`src/rtl/vreg_bank.sv`:
```
// vreg_bank: flat scalar/vector register file with per-lane write mask and busy scoreboard.
// Latency: reads/busy combinational, writes/busy updates/rsv_err take effect after one clk edge.
// Backpressure: none; decode stalls on busy1/busy2. Optional same-cycle write bypass: REGFILE_BYPASS_EN.
module vreg_bank #(
  parameter int NS  = 12,
  parameter int NV  = 4,
  parameter int L   = 4,
  parameter int W   = 32,
  parameter int TAP = 11,
  localparam int A  = $clog2(NS + NV)
) (
  input  logic           clk,
  input  logic           rst,
  input  logic           we,
  input  logic [A-1:0]   wa,
  input  logic [L-1:0]   wmask,
  input  logic [L*W-1:0] wd,
  input  logic [A-1:0]   ra1,
  input  logic [A-1:0]   ra2,
  output logic [L*W-1:0] rd1,
  output logic [L*W-1:0] rd2,
  input  logic           rsv,
  input  logic [A-1:0]   rsv_a,
  output logic           busy1,
  output logic           busy2,
  output logic           rsv_err,
  output logic [W-1:0]   tap
);

  localparam int N  = NS + NV;
  localparam int SA = (NS > 1) ? $clog2(NS) : 1;
  localparam int VA = (NV > 1) ? $clog2(NV) : 1;
  localparam logic [A:0] NS_X = (A+1)'(NS);
  localparam logic [A:0] N_X  = (A+1)'(N);

  logic [W-1:0]   rf_q [NS];
  logic [W-1:0]   rf_d [NS];
  logic [L*W-1:0] rv_q [NV];
  logic [L*W-1:0] rv_d [NV];
  logic [N-1:0]   busy_q, busy_d;
  logic           rsv_err_q, rsv_err_d;

  function automatic logic is_scl(input logic [A-1:0] a);
    return {1'b0, a} < NS_X;
  endfunction

  function automatic logic is_map(input logic [A-1:0] a);
    return {1'b0, a} < N_X;
  endfunction

  function automatic logic [SA-1:0] sidx(input logic [A-1:0] a);
    return SA'(a);
  endfunction

  function automatic logic [VA-1:0] vidx(input logic [A-1:0] a);
    logic [A-1:0] d;
    d = a - NS_X[A-1:0];
    return VA'(d);
  endfunction

  // True when the port address is being written this cycle and bypass is compiled in.
  function automatic logic byp_hit(input logic [A-1:0] a);
`ifdef REGFILE_BYPASS_EN
    return we && (wa == a) && is_map(a);
`else
    return 1'b0;
`endif
  endfunction

  // Read mux: scalars zero-extended into lane 0, unmapped addresses read as zero.
  function automatic logic [L*W-1:0] rd_port(input logic [A-1:0] a);
    logic [L*W-1:0] v;
    v = '0;
    if (is_scl(a)) begin
      v[W-1:0] = byp_hit(a) ? wd[W-1:0] : rf_q[sidx(a)];
    end else if (is_map(a)) begin
      v = rv_q[vidx(a)];
      if (byp_hit(a)) begin
        for (int i = 0; i < L; i++) begin
          if (wmask[i]) v[i*W +: W] = wd[i*W +: W];
        end
      end
    end
    return v;
  endfunction

  function automatic logic busy_port(input logic [A-1:0] a);
    return is_map(a) && busy_q[a] && !byp_hit(a);
  endfunction

  // Read ports, scoreboard lookups and the scalar tap.
  always_comb begin
    rd1     = rd_port(ra1);
    rd2     = rd_port(ra2);
    busy1   = busy_port(ra1);
    busy2   = busy_port(ra2);
    rsv_err = rsv_err_q;
    tap     = rf_q[TAP];
  end

  // Next state: masked write, write clears busy, reservation sets it last so it wins.
  always_comb begin
    rf_d      = rf_q;
    rv_d      = rv_q;
    busy_d    = busy_q;
    rsv_err_d = 1'b0;
    if (we && is_map(wa)) begin
      if (is_scl(wa)) begin
        rf_d[sidx(wa)] = wd[W-1:0];
      end else begin
        for (int i = 0; i < L; i++) begin
          if (wmask[i]) rv_d[vidx(wa)][i*W +: W] = wd[i*W +: W];
        end
      end
      busy_d[wa] = 1'b0;
    end
    if (rsv && is_map(rsv_a)) begin
      if (busy_q[rsv_a] && !(we && wa == rsv_a)) rsv_err_d = 1'b1;
      busy_d[rsv_a] = 1'b1;
    end
  end

  // State registers; synchronous reset clears data, scoreboard and error pulse.
  always_ff @(posedge clk) begin
    if (rst) begin
      for (int i = 0; i < NS; i++) rf_q[i] <= '0;
      for (int i = 0; i < NV; i++) rv_q[i] <= '0;
      busy_q    <= '0;
      rsv_err_q <= 1'b0;
    end else begin
      rf_q      <= rf_d;
      rv_q      <= rv_d;
      busy_q    <= busy_d;
      rsv_err_q <= rsv_err_d;
    end
  end

endmodule

```
`config.mk`:
```
export PLATFORM = sky130hd
export DESIGN_NAME = vreg_bank
export DESIGN_NICKNAME = d
export VERILOG_FILES = /design/src/rtl/vreg_bank.sv
export SDC_FILE = /design/constraint.sdc
export NUM_CORES = 2
export LEC_CHECK = 0
export CAP_MARGIN = 20
export CORE_MARGIN = 3
export CORE_UTILIZATION = 40
export DETAILED_ROUTE_END_ITERATION = 8
export PLACE_DENSITY_LB_ADDON = 0.05
export SETUP_SLACK_MARGIN = 0.4
export SLEW_MARGIN = 5
export SYNTH_ARGS = -nofsm -noshare
export SYNTH_HDL_FRONTEND = slang
export SYNTH_SLANG_ARGS = --single-unit
```
`constraint.sdc`:
```
create_clock -name clk -period 2.62 [get_ports clk]
set_clock_uncertainty 0.15 [all_clocks]
set_input_delay 0.393 -clock clk [delete_from_list [all_inputs] [get_ports clk]]
set_output_delay 0.393 -clock clk [all_outputs]
set_load 0.03 [all_outputs]
```
==> out/results.ini <==
[global_routing]
grt_antenna_before_repair=15
grt_pass1_wl_um=262000
first_global_vias=39300
grt_overflow=0
grt_use_total_pct=28.3
grt_max_degree=116

[die]
die_w_um=348
rows=124
core_area_um2=115000
start_util_pct=40.6
die_h_um=348
io_pins=443
fp.dieArea_um2=121000

[timing]
fin_crit_ps=2730
fmax_ghz=0.366
setup-tns-final_ps=-676
worst_pin_slew_ps=786
setup_viol=12
fin_crit_sh_pct=104
hold_violations=0
relSlewSlack_pct=47.4
slew_viol_final=0
fin_ws_ps=-109
rsz0062_at_grt=true

[detailed_routing]
drc_errors=0
drt-pass1-iter-count=6
wirelength_um=178000
vias=41000
viasPerCell=5.73
detail-route-antenna-nets=0
wl_per_cell_um=24.8
drtIter0Drc=3045

[yosys]
syn-cell-area_um2=46800
synth_cell_types=35
synth_top_area_cell=dfxtp_1
synth_common_cells=1810 x nand2_1, 960 x a21oi_1, 913 x dfxtp_1, 439 x mux4_2, 290 x clkbuf_1
yosysSeqAreaShare_pct=39.1
postSynthCellCount=5216
syn-num-nets=5368
ys_top_cells_by_area=dfxtp_1 39%, mux4_2 21%, nand2_1 15%
ys.flop_type=dfxtp_1
synth.top_cell.area_share_pct=39.1
synthArstFlopShare_pct=0
synth-seq-cells=913
synth.most_common_cell=nand2_1
postSynthAreaPerCell_um2=8.97
synth-edff-count=0
ys_warn_count=0

[final_layout]
area_growth_pct=30.6
finalNetCount=5703
final_util_pct=53.1
drive_gt1_share_pct=34.2

[pwr]
leakagePower_nw=21.3
power_density_nw_per_um2=529
power.total_w=0.0323
irDropWorstVdd_v=0.000519

[status]
status=finished, violations left
violations=setup timing

[critical_path]
worstPathArrival_ps=2190
cp.required_ps=2080
path_max_fanout=4
end_kind=output pin
start_kind=flop
criticalPathCategory=flop to output pin
reg2reg_depth=5

[clocking]
clkLatencyLatePin_ps=690
clk_pin_slew_worst_paths_ps=60
clock_sinks=913
cts_root_buffer=clkbuf_16
cts_tree=done
cts_buffer_depth=3
cts-buffers-inserted=105
cts_max_level=3

[placed_design]
finalWeightedCongestion=0.824
hpwl_um=113000
place.port_buffers=442

[worst_hold_path]
holdPathStages=3
min_path_type=input pin to flop

[job]
cap_violations=0

routing by layer:
| metal | global-route usage [%] | share of wire [%] |
|---|---|---|
| met3 | 4.42 | 6.4 |
| met2 | 47.2 | 48 |
| met5 | 0 | 0.063 |
| met1 | 38.1 | 43 |
| met4 | 8.34 | 2.8 |
placed cells by master, fill, tap and decap left out, types with 4 or more instances in the layout:
cell | netlist | layout
and3_2 | 0 | 4
nand3_2 | 16 | 16
clkbuf_1 | 290 | 28
nor2b_4 | 0 | 33
buf_6 | 21 | 262
buf_8 | 1 | 8
a21oi_2 | 0 | 61
dlymetal6s2s_1 | 0 | 33
nand2_2 | 0 | 12
a21oi_1 | 960 | 896
clkdlybuf4s50_1 | 0 | 142
and3_4 | 0 | 192
mux2i_1 | 67 | 55
buf_12 | 4 | 140
nor2_1 | 23 | 19
diode_2 | 0 | 9
dfxtp_2 | 0 | 264
clkbuf_16 | 0 | 110
a211oi_2 | 0 | 63
nand2_1 | 1810 | 1798
mux4_2 | 439 | 454
nor2b_1 | 66 | 33
and3_1 | 210 | 14
bufinv_16 | 0 | 4
clkbuf_8 | 0 | 25
a32oi_1 | 4 | 4
a22oi_1 | 12 | 12
clkinv_2 | 0 | 17
buf_16 | 0 | 12
mux2i_2 | 0 | 8
mux2i_4 | 0 | 4
and2_2 | 0 | 6
nor2_4 | 0 | 4
buf_4 | 84 | 210
mux4_1 | 23 | 8
dfxtp_1 | 913 | 646
worst max-delay path, stage by stage, from the launching register on:
cell and delay, ps:
dfxtp_1 340, mux4_2 480, mux4_2 500, buf_8 170
registers in the layout (all words and copies together) (netlist names):
register and cells:
rv_q 512, rf_q 352, tap 32, busy_q 16, rsv_err 1
path summary, 6_finish.rpt:
path	from	to	slack, ps
setup reg to reg	busy_q[6]	rsv_err	970
setup / recovery	busy_q[1]	busy1	-110
hold reg to reg	rv_q[190]	rv_q[190]	310
hold / removal	wd[121]	rv_q[249]	180
cell families (layout without fill, tap and decap cells):
family | after synthesis | count (layout) | share of synthesized area [%]
AOI/OAI and AO/OA | 1040 | 1040 | 11.6
and+or+nand+nor | 2147 | 2147 | 19.1
xor gates and xnor gates | 4 | 4 | 0.0749
muxes | 529 | 529 | 23.9
buffers and inverters | 583 | 998 | 6.32
DFF | 913 | 913 | 39.1
other | 0 | 9 | 0
final cells by class:
class	count	area, um^2
fillers	10500	54000
multi-input cells	3720	27400
flip-flops and latches	913	18600
repair buffers	811	9700
clock buffers	160	3130
well taps	1512	1890
clock inverters	27	284
diodes	9	22.5
metrics by stage:
stage               cell area [um^2]  instances  setup WS [ps]  hold slack (ps)
floorplan                      47100       5216            345              290
global placement               54400       6908           -194              298
detailed placement             54400       6908           -198              305
CTS                            59100       7099           -159              125
global route                   61100       7148           -184              161
finish                         61100       7152           -109              176
what timing repair did:
item / in CTS / in global routing
hold buffers: 1 / 0
resized for setup: 1088 / 609
hold endpoints to repair: 20 / 0
endpoints found under the setup margin: 291 / 291
gates cloned: 0 / 3
buffers inserted: 3 / 41
pin swaps: 75 / 50
where the power goes:
part           switching [W]  internal [W]
Clock                0.00617       0.00858
Combinational        0.00200       0.00145
Sequential          0.000105        0.0140
Power figures use the tool's default switching activity.
